## src/rtl/step_shaper.sv

```systemverilog
// step_shaper: turns raw motion-engine step/dir levels into driver-legal pulses.
// Define STEP_SHAPER_BOTH_EDGES_EN to count both step_in edges as requests.
module step_shaper #(
    parameter int MOTORS    = 3,
    parameter int CNT_WIDTH = 8
) (
    input  logic                 clk,
    input  logic                 reset,
    input  logic [MOTORS-1:0]    step_in,
    input  logic [MOTORS-1:0]    dir_in,
    input  logic [CNT_WIDTH-1:0] t_setup,
    input  logic [CNT_WIDTH-1:0] t_high,
    input  logic [CNT_WIDTH-1:0] t_low,
    input  logic                 ovr_clear,
    output logic [MOTORS-1:0]    m_step,
    output logic [MOTORS-1:0]    m_dir,
    output logic [MOTORS-1:0]    overrun,
    output logic [MOTORS-1:0]    busy
);
    typedef enum logic [1:0] {IDLE, SETUP, HIGH, LOW} state_t;

    localparam logic [CNT_WIDTH-1:0] ONE = 1;

    logic [MOTORS-1:0]    prev_step;
    logic [MOTORS-1:0]    req;
    logic [CNT_WIDTH-1:0] ld_setup;
    logic [CNT_WIDTH-1:0] ld_high;
    logic [CNT_WIDTH-1:0] ld_low;

`ifdef STEP_SHAPER_BOTH_EDGES_EN
    assign req = step_in ^ prev_step;
`else
    assign req = step_in & ~prev_step;
`endif

    // A zero field still means one clock, so load max(t,1)-1.
    assign ld_setup = (t_setup == '0) ? '0 : t_setup - ONE;
    assign ld_high  = (t_high == '0)  ? '0 : t_high - ONE;
    assign ld_low   = (t_low == '0)   ? '0 : t_low - ONE;

    always_ff @(posedge clk) begin
        prev_step <= step_in;
    end

    for (genvar i = 0; i < MOTORS; i++) begin : g_ch
        state_t               state;
        logic [CNT_WIDTH-1:0] timer;
        logic                 pend;
        logic                 pend_dir;
        logic                 step_r;
        logic                 dir_r;
        logic                 ovr_r;
        logic                 start;
        logic                 src_dir;
        logic                 drop;

        always_comb begin
            start   = (state == IDLE) & (pend | req[i]);
            src_dir = pend ? pend_dir : dir_in[i];
            drop    = req[i] & pend & ~start;
        end

        always_ff @(posedge clk) begin
            if (reset) begin
                state    <= IDLE;
                timer    <= '0;
                pend     <= 1'b0;
                pend_dir <= 1'b0;
                step_r   <= 1'b0;
                dir_r    <= 1'b0;
                ovr_r    <= 1'b0;
            end else begin
                // Leaving IDLE frees the slot for a same-cycle request.
                if (start) begin
                    pend <= pend & req[i];
                end else if (req[i]) begin
                    pend <= 1'b1;
                end
                if (req[i] & ~drop) begin
                    pend_dir <= dir_in[i];
                end

                if (drop) begin
                    ovr_r <= 1'b1;
                end else if (ovr_clear) begin
                    ovr_r <= 1'b0;
                end

                unique case (state)
                    IDLE: begin
                        if (start) begin
                            if (src_dir == dir_r) begin
                                state  <= HIGH;
                                step_r <= 1'b1;
                                timer  <= ld_high;
                            end else begin
                                state <= SETUP;
                                dir_r <= src_dir;
                                timer <= ld_setup;
                            end
                        end
                    end
                    SETUP: begin
                        if (timer == '0) begin
                            state  <= HIGH;
                            step_r <= 1'b1;
                            timer  <= ld_high;
                        end else begin
                            timer <= timer - ONE;
                        end
                    end
                    HIGH: begin
                        if (timer == '0) begin
                            state  <= LOW;
                            step_r <= 1'b0;
                            timer  <= ld_low;
                        end else begin
                            timer <= timer - ONE;
                        end
                    end
                    LOW: begin
                        if (timer == '0) begin
                            state <= IDLE;
                        end else begin
                            timer <= timer - ONE;
                        end
                    end
                    default: state <= IDLE;
                endcase
            end
        end

        assign m_step[i]  = step_r;
        assign m_dir[i]   = dir_r;
        assign overrun[i] = ovr_r;
        assign busy[i]    = (state != IDLE) | pend;
    end

endmodule

```

## config.mk

```make
export PLATFORM = sky130hd
export DESIGN_NAME = step_shaper
export DESIGN_NICKNAME = d
export VERILOG_FILES = /design/src/rtl/step_shaper.sv
export SDC_FILE = /design/constraint.sdc
export NUM_CORES = 1
export LEC_CHECK = 0
export ABC_AREA = 1
export CAP_MARGIN = 5
export CORE_MARGIN = 10
export CORE_UTILIZATION = 55
export DETAILED_ROUTE_END_ITERATION = 7
export DONT_BUFFER_PORTS = 1
export MAX_ROUTING_LAYER = met4
export PLACE_DENSITY = 0.75
export SYNTH_ARGS = -nofsm -noshare
export SYNTH_HDL_FRONTEND = slang
export SYNTH_SLANG_ARGS = --single-unit
```

## constraint.sdc

```tcl
create_clock -name clk -period 2.2 [get_ports clk]
set_input_delay 0.33 -clock clk [delete_from_list [all_inputs] [get_ports clk]]
set_output_delay 0.33 -clock clk [all_outputs]
set_load 0.02 [all_outputs]
```

==> results of run 1 <==
-- power groups by stage --
stage          clock (mW)  combinational, mW  sequential (mW)
5_1_grt             0.614               4.65             1.56
4_1_cts             0.576               4.09             1.51
3_5_place_dp            0               4.08             1.53
2_1_floorplan           0               3.36             1.40
3_3_place_gp            0               3.95             1.51
6_report            0.573               4.16             1.52
-- through the flow --
step                instance area (um2)  hold WS (ns)  power (mW)
floorplan                          4530         0.358        4.76
global placement                   4570         0.358        5.46
detailed placement                 4570         0.358        5.60
CTS                                4660        0.0336        6.18
global route                       4660        0.0266        6.83
finish                             4660        0.0347        6.25
-- layout make-up --
| class | instances | area share, % |
|---|---|---|
| clock buffers | 8 | 1.93 |
| inverters | 97 | 7.87 |
| multi-input cells | 569 | 65.4 |
| flip-flops and latches | 48 | 20.6 |
| well taps | 105 | 2.82 |
| repair buffers | 7 | 1.40 |
-- path summary, 6_finish.rpt --
| check | depth (start not counted) | slack [ns] | end |
|---|---|---|---|
| worst max-delay path | 8 | 0.33 | g_ch[1].timer[6] |
| worst min-delay path | 0 | 0.03 | prev_step[1] |
| worst max register to register | 8 | 0.33 | g_ch[1].timer[6] |
| worst min register to register | 2 | 0.45 | g_ch[2].pend_dir |
-- flip-flops by register name, indices dropped and copies added (netlist names) --
name	count
g_ch.dir_r	3
g_ch.ovr_r	3
g_ch.pend	3
g_ch.pend_dir	3
g_ch.state	6
g_ch.step_r	3
g_ch.timer	24
prev_step	3
-- cell usage in the layout, fill, tap and decap left out, types with 10 or more instances in the layout --
master	instances
inv_2	10
inv_1	86
nand3_1	40
o21ai_0	52
nand2_1	191
o21ai_1	23
nor2_1	93
ha_1	24
nand4_1	27
dfxtp_1	48
a21oi_1	42
-- layer usage --
metal  track usage (%)  up-vias  part of all wire [%]
met2              34.9      208                    48
met3              4.17       54                   8.2
li1                  -     2349                     -
met4              6.60        0                   3.5
met1              23.9     2195                    40
met5                 -        -                     0
-- cells by family after synthesis --
| kind of cell | share of synthesized area, % |
|---|---|
| AO/OA/AOI/OAI | 15.8 |
| adder cells (fa/ha/maj) | 6.62 |
| flip-flops | 21.2 |
| buffers and inverters | 11.6 |
| XOR/XNOR | 4.61 |
| AND/OR/NAND/NOR | 40.2 |
==> results.yml, run 1 <==
grt:
  gr-total-overflow: 0
  antenna_found_initial: 0
  grt.total_usage_pct: 20.6
  grt_max_degree: 30
  grt_pass1_wl_um: 21300
  grt_pass1_vias: 4571
clock_network:
  cts_hold_buf: 0
  post_cts_buffers: 0
  clkSinkCount: 48
  cts_tree: "yes"
  clk_latency_ns: 0.31
  ctsResizeCount: 0
  cts_max_level: 2
  cts_buffers: 5
  cts_buffer_depth: 2
  clk_pin_slew_ns: 0.09
  cts_root_buffer: "clkbuf_8"
detailed_routing:
  final_antenna_net_count: 0
  totalWireLength_um: 13000
  drc_errors: 0
  vias_per_cell: 5.76
  vias: 4806
  drt_iter0_markers: 547
  wl_per_cell_um: 15.6
  first_pass_iters: 6
status:
  status: "finished, final reports clean"
critical_path:
  crit_top_cell: "inv_1"
  end_kind: "flip-flop"
  cp-start-kind: "flip-flop"
  crit_chain: "inv_1 > ha_1 > inv_1 > o22ai_2 > inv_2 > o21ai_0 > nor2_1 > a21oi_1"
  critPathRequiredTime_ns: 2.40
  path_buf_inv: 3
  cp_slowest_cell: "dfxtp_1"
  crit_type: "reg2reg"
  crit_path_max_fanout: 15
  cp.arrival_ns: 2.07
  rr_startpoint: "g_ch[1].state[0]"
  crit_family: "buffers and inverters"
  cp-startpoint: "g_ch[1].state[0]"
  worst_path_largest_cell_delay_ns: 0.40
cells_and_area:
  diodes: 0
  finalNetCount: 785
  multi_input_area_um2: 3050
  syn_to_final_growth_pct: 2.76
  fill_cells: 843
  seq_area_um2: 961
  fin_util_pct: 57.3
  instances_no_fill: 834
  drive_above_1_share_pct: 9.74
flow_run:
  drv_cap: 0
logic_synthesis:
  yosysTopAreaCellShare_pct: 21.2
  yosysWarnings: 0
  syn_area_um2: 4530
  synth.most_common_cell: "nand2_1"
  ys_types: 42
  synth_common_cells: "nand2_1, nor2_1, inv_1, o21ai_0, dfxtp_1"
  syn_inst: 738
  yosysSeqAreaShare_pct: 21.2
  synth-edff-count: 0
  synth_seq_cells: 48
  synthFlopType: "dfxtp_1"
  postSynthAreaPerCell_um2: 6.14
  synth_fp_nets: 795
  yosys-top-cells-area: "dfxtp_1, nand2_1, nor2_1, inv_1, ha_1"
  async_flop_share_pct: 0
  synth_top_cell_by_area: "dfxtp_1"
power:
  powerDensity_nw_per_um2: 1340
  power.internal_mw: 2.84
  power_frac_seq_pct: 24.3
  switchingPower_mw: 3.41
  p_comb_share_pct: 66.5
  clock_power_share_pct: 9.2
  switching_share_pct: 54.5
  leakage_nw: 2.20
  peakVddDrop_uv: 973
floorplan:
  ios: 45
  std_cell_rows: 33
  die_h_um: 111
  die-area_um2: 12300
  start_util_pct: 55.7
  placeableCoreArea_um2: 8130
  fp.dieW_um: 111
min_path:
  hp-class: "in2reg"
  hp-start: "step_in[1]"
placement:
  dp_hpwl_um: 10300
  place_congestion: 0.963
  numPortBuffers: 0
  place_ws_ns: 0.243
  dp_cells: 826
sta:
  setup_viol: 0
  maxSlewHeadroom_pct: 56.1
  setup-tns-final_ns: 0
  drv_slew: 0
  finClkSkew_ns: 0.00605
  fmax_mhz: 536
  rsz0062_at_grt: "no"
  tightestPinTransition_ns: 0.652
  fin_crit_ns: 1.87
  hold_viol_final: 0
  fin_ws_ns: 0.334
  fin_crit_sh_pct: 84.8
Power figures use the tool's default switching activity.
==> run 2, diff against run 1 <==
Clock period 2.2 ns to 2 ns, I/O delays scaled along.
==> results.yml, run 2 (synthesis results as in run 1) <==
status:
  status: "finished, final reports clean"
clock_network:
  cts_tree: "yes"
  clk_pin_slew_ns: 0.08
  cts_max_level: 2
  clkSinkCount: 48
  cts_buffers: 5
  clk_latency_ns: 0.32
  cts_root_buffer: "clkbuf_8"
  cts_buffer_depth: 2
grt:
  antenna_found_initial: 0
  grt_max_degree: 30
  gr-total-overflow: 0
  grt_pass1_vias: 4582
  grt_pass1_wl_um: 21700
  grt.total_usage_pct: 20.9
cells_and_area:
  syn_to_final_growth_pct: 3.86
  drive_above_1_share_pct: 10.5
  instances_no_fill: 840
  largest_register_ffs: 24
  top_regs: "g_ch.timer (24), g_ch.state (6)"
  final_cell_mix: "nand2_1, nor2_1, inv_1"
  layout_commonest_cell: "nand2_1"
  diodes: 0
  top_register: "g_ch.timer"
  fin_util_pct: 57.9
  finalNetCount: 792
floorplan:
  ios: 45
  fp.dieW_um: 111
  die-area_um2: 12300
  die_h_um: 111
  placeableCoreArea_um2: 8130
  start_util_pct: 55.7
  std_cell_rows: 33
detailed_routing:
  wl_per_cell_um: 15.3
  drc_errors: 0
  vias: 4786
  drt_iter0_markers: 492
  final_antenna_net_count: 0
  vias_per_cell: 5.70
  totalWireLength_um: 12900
  first_pass_iters: 6
sta:
  tightestPinTransition_ns: 0.491
  fin_crit_ns: 1.81
  setup_viol: 0
  drv_slew: 0
  setup-tns-final_ns: 0
  fin_crit_sh_pct: 90.7
  fin_ws_ns: 0.185
  finClkSkew_ns: 0.0159
  maxSlewHeadroom_pct: 67.2
  fmax_mhz: 551
  hold_viol_final: 0
placement:
  place_congestion: 1.03
  place_ws_ns: 0.215
  dp_hpwl_um: 10300
  numPortBuffers: 0
  dp_cells: 832
critical_path:
  cp-start-kind: "flip-flop"
  crit_chain: "inv_1 > ha_1 > inv_1 > nand3_1 > a21oi_2 > nand3_1 > o21ai_0 > a21oi_1"
  critPathRequiredTime_ns: 2.20
  cp.arrival_ns: 2.02
  crit_family: "compound AO/OA/AOI/OAI gates"
  path_buf_inv: 2
  crit_type: "reg2reg"
  cp_slowest_cell: "dfxtp_1"
  crit_path_max_fanout: 8
  end_kind: "flip-flop"
  worst_path_largest_cell_delay_ns: 0.38
power:
  fin_total_pwr_mw: 6.90
  powerDensity_nw_per_um2: 1470
  power.internal_mw: 3.16
  peakVddDrop_uv: 1130
  switching_share_pct: 54.3
  p_comb_share_pct: 67.5
  switchingPower_mw: 3.74
  power_frac_seq_pct: 24.1
  leakage_nw: 2.23
  clock_power_share_pct: 8.4
flow_run:
  drv_cap: 0
min_path:
  hp-class: "in2reg"
## run 2: cell types whose count changed in the layout (fill, tap and decap cells not counted), sizes merged
cell | previous run | this run
buf | 7 | 13
clkbuf | 8 | 6
clkinv | 0 | 1
dlygate4sd3 | 0 | 1
## run 2: worst register-to-register path, delay by kind of cell (launching register included)
kind                     cells  cell delay, ns
AND/OR/NAND/NOR              2            0.25
AO/OA/AOI/OAI                3            0.46
flip-flops                   1            0.38
buffers and inverters        2            0.29
adder cells (fa/ha/maj)      1            0.33
## run 2: metal layers
metal  part of all wire (%)  global-route usage, %
met5                      0                      -
met4                    3.4                   6.94
met3                    8.3                   4.92
met2                     47                   34.5
met1                     41                   24.4
## run 2: repair_timing
| action | 4_1_cts | 5_1_grt |
|---|---|---|
| setup endpoints to repair | 0 | 1 |
| hold buffers | 0 | 1 |
| resized for setup | 0 | 1 |
| endpoints found under the hold margin | 0 | 1 |
| setup buffers | 0 | 0 |
## run 2: path summary, 6_finish.rpt
| check | from | end | slack [ns] | depth (start not counted) |
|---|---|---|---|---|
| min reg2reg | g_ch[2].pend_dir | g_ch[2].pend_dir | 0.47 | 2 |
| max reg2reg | g_ch[2].state[0] | g_ch[2].step_r | 0.19 | 8 |
| max | g_ch[2].state[0] | g_ch[2].step_r | 0.19 | 8 |
| min | step_in[1] | prev_step[1] | 0.01 | 0 |
## run 2: power groups by stage
stage | Combinational [mW] | Clock, mW | Sequential, mW
finish | 4.66 | 0.580 | 1.66
global route | 5.24 | 0.617 | 1.72
CTS | 4.57 | 0.596 | 1.66
detailed placement | 4.55 | 0 | 1.68
global placement | 4.45 | 0 | 1.67
floorplan | 3.69 | 0 | 1.54
## run 2: final cells by class
type	count	area, um2
Sequential cell	48	961
Tap cell	105	131
Fill cell	794	3420
Multi-Input combinational cell	569	3050
Clock buffer	6	72.6
Inverter	97	367
Clock inverter	1	5.00
Timing Repair Buffer	14	120
## run 2: through the flow
step / hold WS [ns] / instance area [um2]
3_3_place_gp: 0.328 / 4610
4_1_cts: 0.00802 / 4690
6_report: 0.0131 / 4710
2_1_floorplan: 0.328 / 4530
3_5_place_dp: 0.328 / 4610
5_1_grt: 0.000917 / 4710
==> run 3, diff against run 2 <==
Clock period 2 ns to 1.7 ns, I/O delays scaled along.
==> results.yml, run 3 (synthesis results as in run 1) <==
status:
  status: "finished, final reports clean"
critical_path:
  rrSetupSlack_ns: 0.09
  crit_chain: "inv_1 > ha_1 > nand2_1 > nor2_2 > a21oi_2 > buf_4 > inv_1 > nor2_1 > a21oi_1"
  cp-start-kind: "flip-flop"
  cp_slowest_cell: "dfxtp_1"
  cp-startpoint: "g_ch[0].state[0]"
  worst_path_largest_cell_delay_ns: 0.38
  rr_startpoint: "g_ch[0].state[0]"
  regToRegEndpoint: "g_ch[0].timer[3]"
  crit_top_cell: "inv_1"
  crit_type: "reg2reg"
  endpoint: "g_ch[0].timer[3]"
  crit_path_max_fanout: 13
  reg2regPathDepth: 9
  end_kind: "flip-flop"
  critPathRequiredTime_ns: 1.92
  cp.arrival_ns: 1.83
min_path:
  hold_depth: 2
  hp-class: "in2reg"
floorplan:
  placeableCoreArea_um2: 8130
  fp.dieW_um: 111
  ios: 45
  std_cell_rows: 33
  die-area_um2: 12300
  start_util_pct: 55.7
  die_h_um: 111
cells_and_area:
  diodes: 0
  final_cell_mix: "nand2_1, nor2_1, inv_1"
  top_register: "g_ch.timer"
  top_regs: "g_ch.timer (24), g_ch.state (6)"
  layout_commonest_cell: "nand2_1"
  drive_above_1_share_pct: 15.1
  fill_cells: 776
  finalNetCount: 817
  fin_util_pct: 60.9
  syn_to_final_growth_pct: 9.33
  largest_register_ffs: 24
  instances_no_fill: 866
clock_network:
  cts_buffer_depth: 2
  cts_tree: "yes"
  cts_root_buffer: "clkbuf_8"
  cts_buffers: 5
  cts_max_level: 2
  clkSinkCount: 48
  clk_pin_slew_ns: 0.10
  clk_latency_ns: 0.32
sta:
  setup-tns-final_ns: 0
  fin_crit_sh_pct: 94.5
  fmax_mhz: 623
  hold_viol_final: 0
  setup_viol: 0
  maxSlewHeadroom_pct: 71.4
  drv_slew: 0
  finClkSkew_ns: 0.0146
  fin_crit_ns: 1.61
  tightestPinTransition_ns: 0.428
power:
  p_comb_share_pct: 67.6
  switchingPower_mw: 4.52
  peakVddDrop_uv: 1030
  clock_power_share_pct: 9.9
  powerDensity_nw_per_um2: 1750
  power.internal_mw: 4.13
  power_frac_seq_pct: 22.5
  switching_share_pct: 52.2
  leakage_nw: 2.35
grt:
  grt_pass1_vias: 4591
  gr-total-overflow: 0
  antenna_found_initial: 0
  grt_pass1_wl_um: 21600
  grt_max_degree: 30
  grt.total_usage_pct: 21.0
detailed_routing:
  drt_iter0_markers: 354
  wl_per_cell_um: 15.3
  drc_errors: 0
  first_pass_iters: 7
  final_antenna_net_count: 0
  totalWireLength_um: 13200
  vias: 4919
  vias_per_cell: 5.68
placement:
  dp_hpwl_um: 10300
  numPortBuffers: 0
  place_congestion: 0.971
  dp_cells: 848
flow_run:
  drv_cap: 0
==> run 3: cell count changes in the layout (fill, tap and decap cells not counted), moves of 4 or more <==
| cell | before | now |
|---|---|---|
| buf_4 | 12 | 33 |
| dfxtp_1 | 48 | 43 |
| dfxtp_2 | 0 | 5 |
| dlygate4sd3_1 | 1 | 5 |
| inv_1 | 86 | 82 |
| nor2_1 | 93 | 89 |
| nor2_2 | 6 | 10 |
==> run 3: routing by layer <==
metal  up-vias  share of wire [%]  track usage [%]
li1       2419                  -                -
met1      2243                 41             24.4
met2       219                 47             33.9
met3        38                8.4             4.49
met4         0                3.6             9.29
met5         -                  0                -
==> run 3: timing repair <==
item                                    4_1_cts  5_1_grt
hold buffers                                  4        1
endpoints found under the setup margin        0       28
gates resized for setup                       0       16
buffers inserted                              0        5
endpoints found under the hold margin         5        3
==> run 3: power groups by stage <==
stage | sequential [mW] | clock (mW) | combinational, mW
finish | 1.95 | 0.859 | 5.85
global route | 2.00 | 0.919 | 6.53
CTS | 1.93 | 0.877 | 5.59
detailed placement | 1.95 | 0 | 5.54
global placement | 1.94 | 0 | 5.45
floorplan | 1.81 | 0 | 4.35
==> run 3: worst min path at each step <==
stage,startpoint,end,slack (ns)
finish,dir_in[1],g_ch[1].pend_dir,0.14
global route,dir_in[1],g_ch[1].pend_dir,0.15
CTS,reset,g_ch[0].ovr_r,0.002
detailed placement,step_in[2],prev_step[2],0.28
global placement,step_in[2],prev_step[2],0.28
floorplan,step_in[0],prev_step[0],0.28
==> run 3: worst max-delay path, delay by kind of cell, from the launching register on <==
family | cells | cell delay (ns)
compound gates | 2 | 0.18
fa+ha+maj | 1 | 0.23
buf+inv | 3 | 0.38
flops | 1 | 0.38
simple gates | 3 | 0.32
==> run 3: area by class of cell <==
| class | instances | area, um2 | area share, % |
|---|---|---|---|
| Multi-Input combinational cell | 569 | 3060 | 61.8 |
| Sequential cell | 48 | 967 | 19.5 |
| Inverter | 97 | 370 | 7.47 |
| Timing Repair Buffer | 39 | 318 | 6.41 |
| Tap cell | 105 | 131 | 2.65 |
| Clock buffer | 6 | 72.6 | 1.46 |
| Clock inverter | 2 | 35.0 | 0.707 |
==> run 3: per-stage QoR <==
step | hold WS [ns] | setup WS, ns | power (mW) | instance area, um2
floorplan | 0.283 | 0.110 | 6.16 | 4530
global placement | 0.283 | 0.0309 | 7.39 | 4730
detailed placement | 0.283 | 0.000425 | 7.49 | 4730
CTS | 0.00201 | 0.0107 | 8.40 | 4880
global route | 0.148 | -0.0327 | 9.46 | 4960
finish | 0.136 | 0.0940 | 8.66 | 4960
==> patch: new RTL, settings of run 2 <==
`MOTORS`: 3 -> 5.
--- a/src/rtl/step_shaper.sv
+++ b/src/rtl/step_shaper.sv
@@ -1,7 +1,7 @@
 // step_shaper: turns raw motion-engine step/dir levels into driver-legal pulses.
 // Define STEP_SHAPER_BOTH_EDGES_EN to count both step_in edges as requests.
 module step_shaper #(
-    parameter int MOTORS    = 3,
+    parameter int MOTORS    = 5,
     parameter int CNT_WIDTH = 8
 ) (
     input  logic                 clk,
Interface: changed (6 resized); port bits go from 45 to 57. No check against the original RTL was run, so the function may have changed too.
==> patch against run 2 <==
  * Cell area up 57%
  * Largest cell class unchanged
  * Routed wire length up 58%
  * Worst setup slack better by 0.026 ns
  * Worst hold slack better by 0.094 ns
  * Count of clock-buffer cells in the layout up 3
  * Via count up 53%
  * Power up 62%
  * Sequential cell count up 32
  * Synthesized area up 51%
  * Combinational power up 47%
  * Maximum frequency up 1.5%
  * Die area up 41%
==> patch: results (changes against run 2) <==
stage;metric;value;unit;change
outcome;outcome;finished clean;;
yosys;syn-num-nets;1185;;+49%
yosys;synth_edf_count;0;;unchanged
power_and_ir_drop;max-vdd-ir-drop;0.000996;V;-11%
clocking;htreeDepth;3;;+1
yosys;synthTopCellsByCount;nand2_1, nor2_1, o21ai_0, inv_1, dfxtp_1;;
yosys;yosysTopAreaCellShare;23.4;%;+2.2 points
worst_hold_path;hold_class;in2reg;;
drt;drt-initial-drc-count;830;;+69%
yosys;synth_cell_types;40;;-4.8%
clocking;clkLatencyLatePin;0.36;ns;+0.04 ns
clocking;cts-root-buf;clkbuf_16;;
power_and_ir_drop;p_switching;5.75;mW;+53%
clocking;cts.path.max_buffers;2;;unchanged
placement;routabilityCongestion;0.962;;-6.6%
layout;reg_top3;g_ch.timer: 40 flops, g_ch.state: 10 flops;;
placement;hpwl;15100;microns;+47%
placement;io_buffers;0;;unchanged
clocking;post-cts-setup-buffers;0;;unchanged
layout;drive_above_1_share;9.36;%;-1.1 points
drt;wl_per_cell;15.7;microns;+2.6%
power_and_ir_drop;leakage;3.36;nW;+50%
yosys;yosys_warnings;0;;unchanged
global_route;antenna_found_initial;0;;unchanged
yosys;synthArstFlopShare;0;%;unchanged
sta;finClkSkew;0.0153;ns;-0.000538 ns
critical_path;rr_worst_depth;8;;unchanged
worst_hold_path;hold_depth;2;;+2
power_and_ir_drop;pwr-share-comb;61.3;%;-6.2 points
clocking;cts_buffers;9;;+4
yosys;yosysSeqAreaShare;23.4;%;+2.2 points
yosys;ys_top_cells_by_area;dfxtp_1, nand2_1, o21ai_0, nor2_1, inv_1;;
yosys;synth_ff_type;dfxtp_1;;
drt;dr_total_vias;7308;;+53%
global_route;grt_first_pass_wirelength;33300;microns;+54%
global_route;grt_pass1_vias;6692;;+46%
drt;drtPass1Iterations;5;;-1
clocking;cts.clk_slew.worst_paths;0.07;ns;
layout;n_antenna_cell;0;;unchanged
critical_path;path_max_fanout;7;;-1
global_route;grt_max_degree;68;;+130%
global_route;gr-usage-all-layers;23.6;%;+2.7 points
sta;slew_headroom;65.6;%;-1.6 points
[patch: routing by layer]
layer  global-route usage, %  vias to the layer above  share of wire [%]
met1                    30.2                     3249                 44
met3                    5.79                       62                9.9
met5                       -                        -                  0
met4                    11.0                        0                3.7
met2                    34.3                      346                 43
li1                        -                     3651                  -
[patch: layout make-up]
cell class / count / area, sq um
Fill cell: 1205 / 4730
Multi-Input combinational cell: 861 / 4500
Sequential cell: 80 / 1600
Inverter: 126 / 473
Timing Repair Buffer: 39 / 323
Clock buffer: 9 / 225
Tap cell: 168 / 210
Clock inverter: 7 / 53.8
[patch: through the flow]
step	power (mW)	util, %	cell area [sq um]	setup slack, ns	std cells
floorplan	7.96	-	6850	0.330	1112
global placement	9.35	58.0	7030	0.230	1267
detailed placement	9.43	58.0	7030	0.205	1267
CTS	11.1	60.9	7380	0.227	1290
global route	12.3	61.0	7380	0.00201	1290
finish	11.2	61.0	7380	0.212	1290
[patch: cells by family (layout without fill, tap and decap cells)]
family / count (synthesis) / in the layout / synth area share, %
adders and majority gates: 36 / 36 / 6.57
xor gates and xnor gates: 29 / 29 / 3.93
and+or+nand+nor: 559 / 559 / 36.5
DFF: 80 / 80 / 23.4
buffers and inverters: 171 / 181 / 11.1
AOI/OAI and AO/OA: 237 / 237 / 18.6
[patch: path summary, 6_finish.rpt]
| path | from | end | slack [ns] |
|---|---|---|---|
| setup / recovery | g_ch[2].state[1] | g_ch[2].step_r | 0.21 |
| hold / removal | dir_in[2] | g_ch[2].pend_dir | 0.11 |
| setup reg to reg | g_ch[2].state[1] | g_ch[2].step_r | 0.21 |
| hold reg to reg | g_ch[4].pend_dir | g_ch[4].pend_dir | 0.46 |
[patch: repair_timing]
| action | in CTS | in global routing |
|---|---|---|
| endpoints found under the setup margin | 0 | 1 |
| hold buffers | 7 | 0 |
| gates resized for setup | 0 | 1 |
| hold endpoints to repair | 12 | 0 |
[patch: worst max-delay path: stages (launching register included)]
cell and delay, ns:
dfxtp_1 0.38, inv_1 0.09, ha_1 0.27, inv_1 0.14, nand3_1 0.10, a21boi_2 0.21
nor3_1 0.29, o21ai_0 0.12, a21oi_1 0.12
[patch: power by group through the flow]
stage                     Combinational (mW)  Sequential [mW]  Clock (mW)
after floorplan                         5.44             2.53           0
final                                   6.85             2.71        1.61
after global placement                  6.62             2.73           0
after global routing                    7.77             2.80        1.70
after detailed placement                6.69             2.74           0
after CTS                               6.73             2.71        1.63
